===== src/rtl/mem_arbiter_if.sv =====
// Handshake bundle between the CPU datapath memory ports, the arbiter and physical memory.
// The master view is the arbiter itself; the slave view is the environment around it.
interface mem_arbiter_if #(
    parameter int ADDR_W = 16,
    parameter int DATA_W = 16
);
    logic              i_mem_read;
    logic [ADDR_W-1:0] i_mem_address;
    logic [DATA_W-1:0] i_mem_rdata;
    logic              i_mem_resp;

    logic              d_mem_read;
    logic              d_mem_write;
    logic [ADDR_W-1:0] d_mem_address;
    logic [DATA_W-1:0] d_mem_wdata;
    logic [1:0]        d_mem_byte_enable;
    logic [DATA_W-1:0] d_mem_rdata;
    logic              d_mem_resp;

    logic              pmem_read;
    logic              pmem_write;
    logic [ADDR_W-1:0] pmem_address;
    logic [DATA_W-1:0] pmem_wdata;
    logic [1:0]        pmem_byte_enable;
    logic [DATA_W-1:0] pmem_rdata;
    logic              pmem_resp;

    modport master (
        input  i_mem_read, i_mem_address,
        output i_mem_rdata, i_mem_resp,
        input  d_mem_read, d_mem_write, d_mem_address, d_mem_wdata, d_mem_byte_enable,
        output d_mem_rdata, d_mem_resp,
        output pmem_read, pmem_write, pmem_address, pmem_wdata, pmem_byte_enable,
        input  pmem_rdata, pmem_resp
    );

    modport slave (
        output i_mem_read, i_mem_address,
        input  i_mem_rdata, i_mem_resp,
        output d_mem_read, d_mem_write, d_mem_address, d_mem_wdata, d_mem_byte_enable,
        input  d_mem_rdata, d_mem_resp,
        input  pmem_read, pmem_write, pmem_address, pmem_wdata, pmem_byte_enable,
        output pmem_rdata, pmem_resp
    );
endinterface


===== src/rtl/mem_arbiter.sv =====
// Round-robin arbiter serializing instruction fetches and data loads/stores onto one
// physical memory port, with wrap-around completion counters per requester.
module mem_arbiter #(
    parameter int ADDR_W = 16,
    parameter int DATA_W = 16,
    parameter int CNT_W  = 16
) (
    input  logic             clk,
    input  logic             rst_n,
    mem_arbiter_if.master    bus,
    output logic [CNT_W-1:0] i_grant_count,
    output logic [CNT_W-1:0] d_grant_count
);

    typedef enum logic [2:0] {
        ST_IDLE   = 3'd0,
        ST_BUSY_I = 3'd1,
        ST_BUSY_D = 3'd2,
        ST_RESP_I = 3'd3,
        ST_RESP_D = 3'd4
    } state_t;

    state_t state_r;
    logic   last_grant_r;   // 1'b0 = fetch side, 1'b1 = data side
    logic   i_pend_s;
    logic   d_pend_s;
    logic   grant_d_s;

    // Pending detection and round-robin tie-break against the previous winner.
    always_comb begin
        i_pend_s  = bus.i_mem_read;
        d_pend_s  = bus.d_mem_read | bus.d_mem_write;
        grant_d_s = 1'b0;
        if (i_pend_s && d_pend_s) begin
            grant_d_s = ~last_grant_r;
        end else begin
            grant_d_s = d_pend_s;
        end
    end

    // Transaction FSM; pmem_* outputs double as the latched request registers.
    always_ff @(posedge clk or negedge rst_n) begin
        if (!rst_n) begin
            state_r              <= ST_IDLE;
            last_grant_r         <= 1'b0;
            bus.pmem_read        <= 1'b0;
            bus.pmem_write       <= 1'b0;
            bus.pmem_address     <= {ADDR_W{1'b0}};
            bus.pmem_wdata       <= {DATA_W{1'b0}};
            bus.pmem_byte_enable <= 2'b00;
            bus.i_mem_resp       <= 1'b0;
            bus.i_mem_rdata      <= {DATA_W{1'b0}};
            bus.d_mem_resp       <= 1'b0;
            bus.d_mem_rdata      <= {DATA_W{1'b0}};
            i_grant_count        <= {CNT_W{1'b0}};
            d_grant_count        <= {CNT_W{1'b0}};
        end else begin
            case (state_r)
                ST_IDLE: begin
                    if (i_pend_s || d_pend_s) begin
                        last_grant_r <= grant_d_s;
                        if (grant_d_s) begin
                            state_r              <= ST_BUSY_D;
                            bus.pmem_address     <= bus.d_mem_address;
                            bus.pmem_wdata       <= bus.d_mem_wdata;
                            bus.pmem_byte_enable <= bus.d_mem_byte_enable;
                            // Read+write together is resolved as a write.
                            bus.pmem_write       <= bus.d_mem_write;
                            bus.pmem_read        <= ~bus.d_mem_write;
                        end else begin
                            state_r              <= ST_BUSY_I;
                            bus.pmem_address     <= bus.i_mem_address;
                            bus.pmem_wdata       <= {DATA_W{1'b0}};
                            bus.pmem_byte_enable <= 2'b00;
                            bus.pmem_write       <= 1'b0;
                            bus.pmem_read        <= 1'b1;
                        end
                    end
                end
                ST_BUSY_I: begin
                    if (bus.pmem_resp) begin
                        state_r         <= ST_RESP_I;
                        bus.pmem_read   <= 1'b0;
                        bus.pmem_write  <= 1'b0;
                        bus.i_mem_rdata <= bus.pmem_rdata;
                        bus.i_mem_resp  <= 1'b1;
                    end
                end
                ST_BUSY_D: begin
                    if (bus.pmem_resp) begin
                        state_r         <= ST_RESP_D;
                        bus.pmem_read   <= 1'b0;
                        bus.pmem_write  <= 1'b0;
                        bus.d_mem_rdata <= bus.pmem_rdata;
                        bus.d_mem_resp  <= 1'b1;
                    end
                end
                ST_RESP_I: begin
                    state_r         <= ST_IDLE;
                    bus.i_mem_resp  <= 1'b0;
                    bus.i_mem_rdata <= {DATA_W{1'b0}};
                    i_grant_count   <= i_grant_count + CNT_W'(1);
                end
                ST_RESP_D: begin
                    state_r         <= ST_IDLE;
                    bus.d_mem_resp  <= 1'b0;
                    bus.d_mem_rdata <= {DATA_W{1'b0}};
                    d_grant_count   <= d_grant_count + CNT_W'(1);
                end
                default: begin
                    state_r        <= ST_IDLE;
                    bus.pmem_read  <= 1'b0;
                    bus.pmem_write <= 1'b0;
                    bus.i_mem_resp <= 1'b0;
                    bus.d_mem_resp <= 1'b0;
                end
            endcase
        end
    end

endmodule


===== src/flat_wrapper.sv =====
// flat-port wrapper written by rule: the top's interface ports become plain ports
module mem_arbiter_flat 
#(
    parameter int ADDR_W = 16,
    parameter int DATA_W = 16,
    parameter int CNT_W  = 16
)
  (clk, rst_n, i_grant_count, d_grant_count, bus_i_mem_read, bus_i_mem_address, bus_i_mem_rdata, bus_i_mem_resp, bus_d_mem_read, bus_d_mem_write, bus_d_mem_address, bus_d_mem_wdata, bus_d_mem_byte_enable, bus_d_mem_rdata, bus_d_mem_resp, bus_pmem_read, bus_pmem_write, bus_pmem_address, bus_pmem_wdata, bus_pmem_byte_enable, bus_pmem_rdata, bus_pmem_resp);
  mem_arbiter_if #(.ADDR_W(ADDR_W), .DATA_W(DATA_W)) bus_i ();
  input  logic clk;
  input  logic rst_n;
  output logic [CNT_W-1:0] i_grant_count;
  output logic [CNT_W-1:0] d_grant_count;
  input wire logic [$bits(bus_i.i_mem_read)-1:0] bus_i_mem_read;
  input wire logic [$bits(bus_i.i_mem_address)-1:0] bus_i_mem_address;
  output wire logic [$bits(bus_i.i_mem_rdata)-1:0] bus_i_mem_rdata;
  output wire logic [$bits(bus_i.i_mem_resp)-1:0] bus_i_mem_resp;
  input wire logic [$bits(bus_i.d_mem_read)-1:0] bus_d_mem_read;
  input wire logic [$bits(bus_i.d_mem_write)-1:0] bus_d_mem_write;
  input wire logic [$bits(bus_i.d_mem_address)-1:0] bus_d_mem_address;
  input wire logic [$bits(bus_i.d_mem_wdata)-1:0] bus_d_mem_wdata;
  input wire logic [$bits(bus_i.d_mem_byte_enable)-1:0] bus_d_mem_byte_enable;
  output wire logic [$bits(bus_i.d_mem_rdata)-1:0] bus_d_mem_rdata;
  output wire logic [$bits(bus_i.d_mem_resp)-1:0] bus_d_mem_resp;
  output wire logic [$bits(bus_i.pmem_read)-1:0] bus_pmem_read;
  output wire logic [$bits(bus_i.pmem_write)-1:0] bus_pmem_write;
  output wire logic [$bits(bus_i.pmem_address)-1:0] bus_pmem_address;
  output wire logic [$bits(bus_i.pmem_wdata)-1:0] bus_pmem_wdata;
  output wire logic [$bits(bus_i.pmem_byte_enable)-1:0] bus_pmem_byte_enable;
  input wire logic [$bits(bus_i.pmem_rdata)-1:0] bus_pmem_rdata;
  input wire logic [$bits(bus_i.pmem_resp)-1:0] bus_pmem_resp;
  assign bus_i.i_mem_read = bus_i_mem_read;
  assign bus_i.i_mem_address = bus_i_mem_address;
  assign bus_i_mem_rdata = bus_i.i_mem_rdata;
  assign bus_i_mem_resp = bus_i.i_mem_resp;
  assign bus_i.d_mem_read = bus_d_mem_read;
  assign bus_i.d_mem_write = bus_d_mem_write;
  assign bus_i.d_mem_address = bus_d_mem_address;
  assign bus_i.d_mem_wdata = bus_d_mem_wdata;
  assign bus_i.d_mem_byte_enable = bus_d_mem_byte_enable;
  assign bus_d_mem_rdata = bus_i.d_mem_rdata;
  assign bus_d_mem_resp = bus_i.d_mem_resp;
  assign bus_pmem_read = bus_i.pmem_read;
  assign bus_pmem_write = bus_i.pmem_write;
  assign bus_pmem_address = bus_i.pmem_address;
  assign bus_pmem_wdata = bus_i.pmem_wdata;
  assign bus_pmem_byte_enable = bus_i.pmem_byte_enable;
  assign bus_i.pmem_rdata = bus_pmem_rdata;
  assign bus_i.pmem_resp = bus_pmem_resp;
  mem_arbiter #(.ADDR_W(ADDR_W), .DATA_W(DATA_W), .CNT_W(CNT_W)) u_core (.clk(clk), .rst_n(rst_n), .bus(bus_i), .i_grant_count(i_grant_count), .d_grant_count(d_grant_count));
endmodule

===== config.mk =====
export PLATFORM = sky130hd
export DESIGN_NAME = mem_arbiter_flat
export DESIGN_NICKNAME = d
export VERILOG_FILES = /design/src/rtl/mem_arbiter_if.sv /design/src/rtl/mem_arbiter.sv /design/src/flat_wrapper.sv
export SDC_FILE = /design/constraint.sdc
export NUM_CORES = 1
export LEC_CHECK = 0
export ABC_AREA = 1
export CORE_UTILIZATION = 50
export CTS_BUF_LIST = sky130_fd_sc_hd__clkbuf_2 sky130_fd_sc_hd__clkbuf_4 sky130_fd_sc_hd__clkbuf_8
export DETAILED_ROUTE_END_ITERATION = 6
export PLACE_DENSITY = 0.91
export SLEW_MARGIN = 40
export SYNTH_ARGS = -nofsm -noshare
export SYNTH_HDL_FRONTEND = slang
export SYNTH_SLANG_ARGS = --single-unit

===== constraint.sdc =====
create_clock -name clk -period 3.05 [get_ports clk]
set_clock_uncertainty 0.2 [all_clocks]
set_input_delay 0.915 -clock clk [delete_from_list [all_inputs] [get_ports clk]]
set_output_delay 0.915 -clock clk [all_outputs]
set_load 0.02 [all_outputs]

; ---- Yosys cells after proc, flatten, opt, wreduce, memory -nomap -nowiden
; Index checks and enable logic that the tools add are counted.
[classes]
n_reduce_logical = 16
add_sub_neg = 2
eq_ne = 8
n_bitwise = 6
muxes = 22
[op_table]
columns = op, n
row1 = one-hot mux 16 bit (2 select lines), 2
row2 = 2-to-1 mux 16 bit, 3
row3 = adder 16 x 1 -> 16 bit (second input constant), 2
row4 = AND reduction 2 bit, 5
row5 = 2-to-1 mux 3 bit, 3
row6 = one-hot mux 3 bit (3 select lines), 1
row7 = 2-to-1 mux 1 bit, 7
row8 = == test 3 x 2 -> 1 bit (second input constant), 2
row9 = one-hot mux 1 bit (3 select lines), 2
row10 = AND reduction 3 bit, 2
row11 = OR reduction 3 bit, 2
row12 = NOT 1 bit, 5
row13 = 2-to-1 mux 2 bit, 2
row14 = != test 2 x 1 -> 1 bit (second input constant), 2
row15 = != test 2 bit (second input constant), 2
row16 = one-hot mux 1 bit (2 select lines), 2
row17 = nonzero test 2 bit, 2
row18 = OR reduction 2 bit, 2
row19 = == test 3 x 1 -> 1 bit (second input constant), 1
row20 = == test 3 bit (second input constant), 1
row21 = logical NOT 3 bit, 1
row22 = logical AND 1 bit, 1
row23 = logical OR 1 bit, 1
row24 = bitwise OR 1 bit, 1
[totals]
regBits = 106
out_inout_bits = 102
word_cells = 67
input_bits = 72

; ---- Longest topological paths before layout
[logic_depth]
word_depth = 6
mapped_depth = 8
mapped_depth_nobuf = 8

; ---- Least setup slack after synthesis
; Ideal clock, no wire load.
[synth_timing]
kind = input to register
start = input port bus_d_mem_read
end = register u_core.bus.pmem_byte_enable[0]
slack_ns = 1.058
n_path_buf = 2
setup_ns = 0.065
path_stages = 7
t_required_ns = 2.785
arrival_time_ns = 1.727
path_cell_list = inv_1 > nand2_2 > nor2_4 > buf_4 > clkbuf_1 > o21ai_0 > nand2_1
[synth_via]
elab_chain_cells = 4
elab_cells_between_ends = 6
cone_classes = mux (2) / bitwise (1) / reduce/logical (3)
[synth_lines]
columns = item, line_no
row1 = start: declaration, flat_wrapper.sv:18  ; input wire logic [$bits(bus_i.d_mem_read)-1:0] bus_d_mem_read;
row2 = bitwise OR 1 bit *, mem_arbiter.sv:32  ; d_pend_s = bus.d_mem_read | bus.d_mem_write;
row3 = logical AND 1 bit, mem_arbiter.sv:34  ; if (i_pend_s && d_pend_s) begin
row4 = 2-to-1 mux 1 bit, mem_arbiter.sv:34
row5 = 2-to-1 mux 2 bit, mem_arbiter.sv:62  ; if (grant_d_s) begin
row6 = end signal: assignment, mem_arbiter.sv:66  ; bus.pmem_byte_enable <= bus.d_mem_byte_enable;
row7 = end: declaration, mem_arbiter_if.sv:33  ; output pmem_read, pmem_write, pmem_address, pmem_wdata, pmem_byte_enable,
; Every way passes the cells marked *; elsewhere a longest branch is shown, timed or not.
; A chain may end at the register's enable or synchronous reset.

; ---- Worst setup path in the final report
[layout_timing]
start = register u_core.i_grant_count[6]
end = output port i_grant_count[6]
[layout_lines]
columns = item, line_no
row1 = start: declaration, mem_arbiter.sv:11  ; output logic [CNT_W-1:0] i_grant_count,
row2 = start signal: assignment, mem_arbiter.sv:55  ; i_grant_count <= {CNT_W{1'b0}};
row3 = start signal: assignment, mem_arbiter.sv:102  ; i_grant_count <= i_grant_count + CNT_W'(1);
row4 = end: declaration, flat_wrapper.sv:12  ; output logic [CNT_W-1:0] i_grant_count;
; No word-level cell between the ends.

==> summary.md <==
| Metric | Value |
|---|---|
| Status | `completed` |
| Fraction of registers with async set/reset | `100%` |
| Total detailed-routing wirelength | `12000 µm` |
| Util after Layout | `73.6%` |
| Commonest non-fill, non-tap cell in the layout | `clkdlybuf4s50_1` |
| Global-route wire length before repair | `19700 µm` |
| Total I/O pin count | `174` |
| Max-Cap Viols | `0` |
| Worst Setup End Kind | `output port` |
| Cell Rows | `35` |
| Clock root buffer | `clkbuf_8` |
| Resized cells post-CTS | `0` |
| Setup repair after global routing missed its margin | `false` |
| Number of gates on the worst path with buffers counted | `1` |
| Fillers | `693` |
| Max-slew headroom at the worst pin | `59.3%` |
| CP Launch Type | `flop` |
| Transition time at the pin with the least slew margin | `0.610 ns` |
| Core area | `9370 µm²` |
| Total nets after synthesis | `645` |
| Worst-case clock buffer depth | `2` |
| Leftover overflow at the end of global routing | `0` |
| CP max-delay cell | `clkdlybuf4s50_1` |
| Origin of the worst setup path | `u_core.i_grant_count[6]$_DFFE_PN0P_` |
| Worst skew pair latency | `0.35 ns` |
| Maximum fanout along the worst path | `5` |
| Floorplan die area | `10200 µm²` |
| TritonCTS buffer count | `9` |
| Register area share after synthesis | `54.1%` |
| # nets final | `814` |
| Post-CTS Setup Bufs | `0` |
| Number of global-route vias before repair | `4309` |
| Worst Reg2Reg Path Length in Cells | `6` |
| R2R Setup Slk | `1.07 ns` |
| Cell-by-cell trace of the critical path | `clkdlybuf4s50_1` |
| Die Span X | `101 µm` |
| Gpl congestion | `0.903` |
| Number of warning messages in the yosys log | `0` |
| Critical path endpoint | `i_grant_count[6]` |
| Initial core utilization | `52.4%` |
| Reg power frac | `38.2%` |
| Number of distinct library cell variants in the gate-level netlist after synthesis | `31` |
| Net switching component of the power | `2370 µW` |
| Leakage power figure | `0.00314 µW` |
| Commonest non-fill, non-tap cells in the layout | `clkdlybuf4s50_1 (172), nand2_1 (165), dfrtp_1 (106), o21ai_0 (57), inv_1 (50)` |
| Post-Layout Inst Area | `6900 µm²` |
| All-layer global routing usage | `24.5%` |
| Critical Path RT | `1.93 ns` |
| Antenna violations before repair | `0` |
| Post-synth design cell area | `4910 µm²` |
| Detail Placement HPWL | `9060 µm` |
| Count of unresolved DRC violations after routing | `0` |
| Final hold slack | `0.288 ns` |
| Largest stage delay on the critical path | `0.65 ns` |
| CTS sink count | `106` |
| Antenna Nets Post-Route | `0` |
| CTS H-tree lvls | `3` |
| Top_reg_cell synth | `dfrtp_1` |
| Final critical delay including setup and external delays | `2.58 ns` |
| Total buffers and inverters traversed by the critical path | `1` |
| Share of total power consumed by net switching | `40.5%` |
| Chip Height | `101 µm` |
| Largest net degree at the start of global routing | `49` |
| Clock-pin slew on the worst setup and hold paths | `0.09 ns` |
| Average size of a mapped cell | `8.59 µm²` |
| Number of slew-limit violations in the final report | `0` |
| Post-DR wirelength/cell | `13.7 µm` |
| Final worst-path cycle share | `84.7%` |
| Worst IR drop on VDD | `0.618 mV` |
| Hold violation count in the final report | `0` |
| Proportion of layout cells with a drive suffix above 1 | `6.44%` |
| Worst hold path type | `flop to flop` |
| Setup CP Type | `flop to output port` |
| Setup tns final | `0 ns` |
| Crit Reg-Reg Startpoint | `u_core.state_r[0]$_DFFE_PN0P_` |
| Clock group share of total power | `13.6%` |
| Power per Cell Area | `847 nW/µm²` |
| Hold_buf cts | `0` |
| Arr. time, crit path | `1.47 ns` |
| Layout-stage area growth over the synthesis result | `40.5%` |
| Finish-stage setup viols | `0` |
| Sequential cell area | `2650 µm²` |
| Total number of vias | `4421` |
| Violation count after the first detailed-route iteration | `193` |
| Detail-routed via count per cell | `5.06` |
| Gate family responsible for the most delay along the worst path | `buffers and inverters` |
| Number of flip-flops and latches in the synthesized netlist | `106` |
| Number of instances in the synthesized netlist | `571` |
| Drt pass-1 iters | `4` |
| Total internal power | `3480 µW` |
| Total cell area at the placement stage | `6710 µm²` |
| Multi-input logic area | `1920 µm²` |
| Port bufs | `173` |
| Endpoint of the lowest-slack register-to-register path | `u_core.d_grant_count[11]$_DFFE_PN0P_` |
| Share of power burned in combinational logic | `48.1%` |
| F_max | `0.387 GHz` |
| Post-synth EDFFs | `0` |
| Diode insertion count for antenna repair | `0` |
| CTS tree | `done` |
## flip-flops by register name, summed over array words and instances (netlist names)
register	cells
u_core.state_r	3
u_core.bus.pmem_byte_enable	2
u_core.last_grant_r	1
u_core.bus.pmem_write	1
u_core.bus.i_mem_resp	1
u_core.bus.d_mem_rdata	16
u_core.i_grant_count	16
u_core.bus.pmem_address	16
u_core.d_grant_count	16
u_core.bus.i_mem_rdata	16
u_core.bus.pmem_wdata	16
u_core.bus.pmem_read	1
u_core.bus.d_mem_resp	1
## metal layers
layer / vias to the layer above / track usage (%) / share of wire, %
li1: 2174 / - / -
met1: 2048 / 30.8 / 42
met2: 179 / 42.2 / 50
met3: 20 / 3.95 / 6.3
met4: 0 / 9.59 / 1.8
met5: - / 0 / 0
## cells by family (layout without fill, tap and decap cells)
group,after synthesis,count (layout),synth area share (%)
buffers and inverters,73,247,6.81
AO/OA/AOI/OAI,83,83,9.13
AND/OR/NAND/NOR,289,289,26.3
XOR/XNOR,18,18,3.21
adder cells (fa/ha/maj),2,2,0.510
flip-flops,106,106,54.1
## power groups by stage
stage	clock network (µW)	logic (µW)	registers, µW
finish	796	2810	2240
global route	875	3060	2290
CTS	823	2840	2230
detailed placement	0	2840	2250
global placement	0	2740	2230
floorplan	0	1050	2770
## synth_stat cells, types with 3 or more instances
cell     instances  area, µm²
xnor2_1         10       87.6
inv_2            3       11.3
xor2_1           8       70.1
nand4_1          6       37.5
o21ai_0         57        285
nor2_4           5       56.3
nand2_2          5       31.3
buf_2            7       35.0
nor2_1          49        184
buf_4            5       37.5
nand2_1        165        619
o21ai_1          9       45.0
nor3_1           3       15.0
buf_6            4       45.0
a31oi_1         14       87.6
nand3_1         43        215
inv_1           50        188
nor2_2           4       25.0
dfrtp_1        106       2650
## worst min-delay path by stage
stage,from,to,cells past startpoint
6_report,u_core.bus.pmem_write$_DFFE_PN0P_,u_core.bus.pmem_write$_DFFE_PN0P_,2
5_1_grt,u_core.bus.d_mem_resp$_DFFE_PN0P_,u_core.bus.d_mem_resp$_DFFE_PN0P_,2
4_1_cts,u_core.bus.pmem_write$_DFFE_PN0P_,u_core.bus.pmem_write$_DFFE_PN0P_,2
3_5_place_dp,u_core.bus.d_mem_resp$_DFFE_PN0P_,u_core.bus.d_mem_resp$_DFFE_PN0P_,2
3_3_place_gp,u_core.bus.pmem_write$_DFFE_PN0P_,u_core.bus.pmem_write$_DFFE_PN0P_,2
2_1_floorplan,u_core.last_grant_r$_DFFE_PN0P_,u_core.last_grant_r$_DFFE_PN0P_,2
## layout make-up
type,instances,area share [%]
sequential,106,38.5
multi-input combinational,392,27.8
timing repair buffer,178,25.8
inverter,53,2.88
tap,129,2.34
clock buffer,11,2.10
clock inverter,5,0.562
## through the flow
step	worst slack, ns	power [µW]	instances
6_report	0.466	5840	874
3_3_place_gp	0.436	4970	858
2_1_floorplan	1.06	3820	571
3_5_place_dp	0.239	5090	858
5_1_grt	0.417	6230	874
4_1_cts	0.446	5890	874
(Power assumes the default switching activity.)
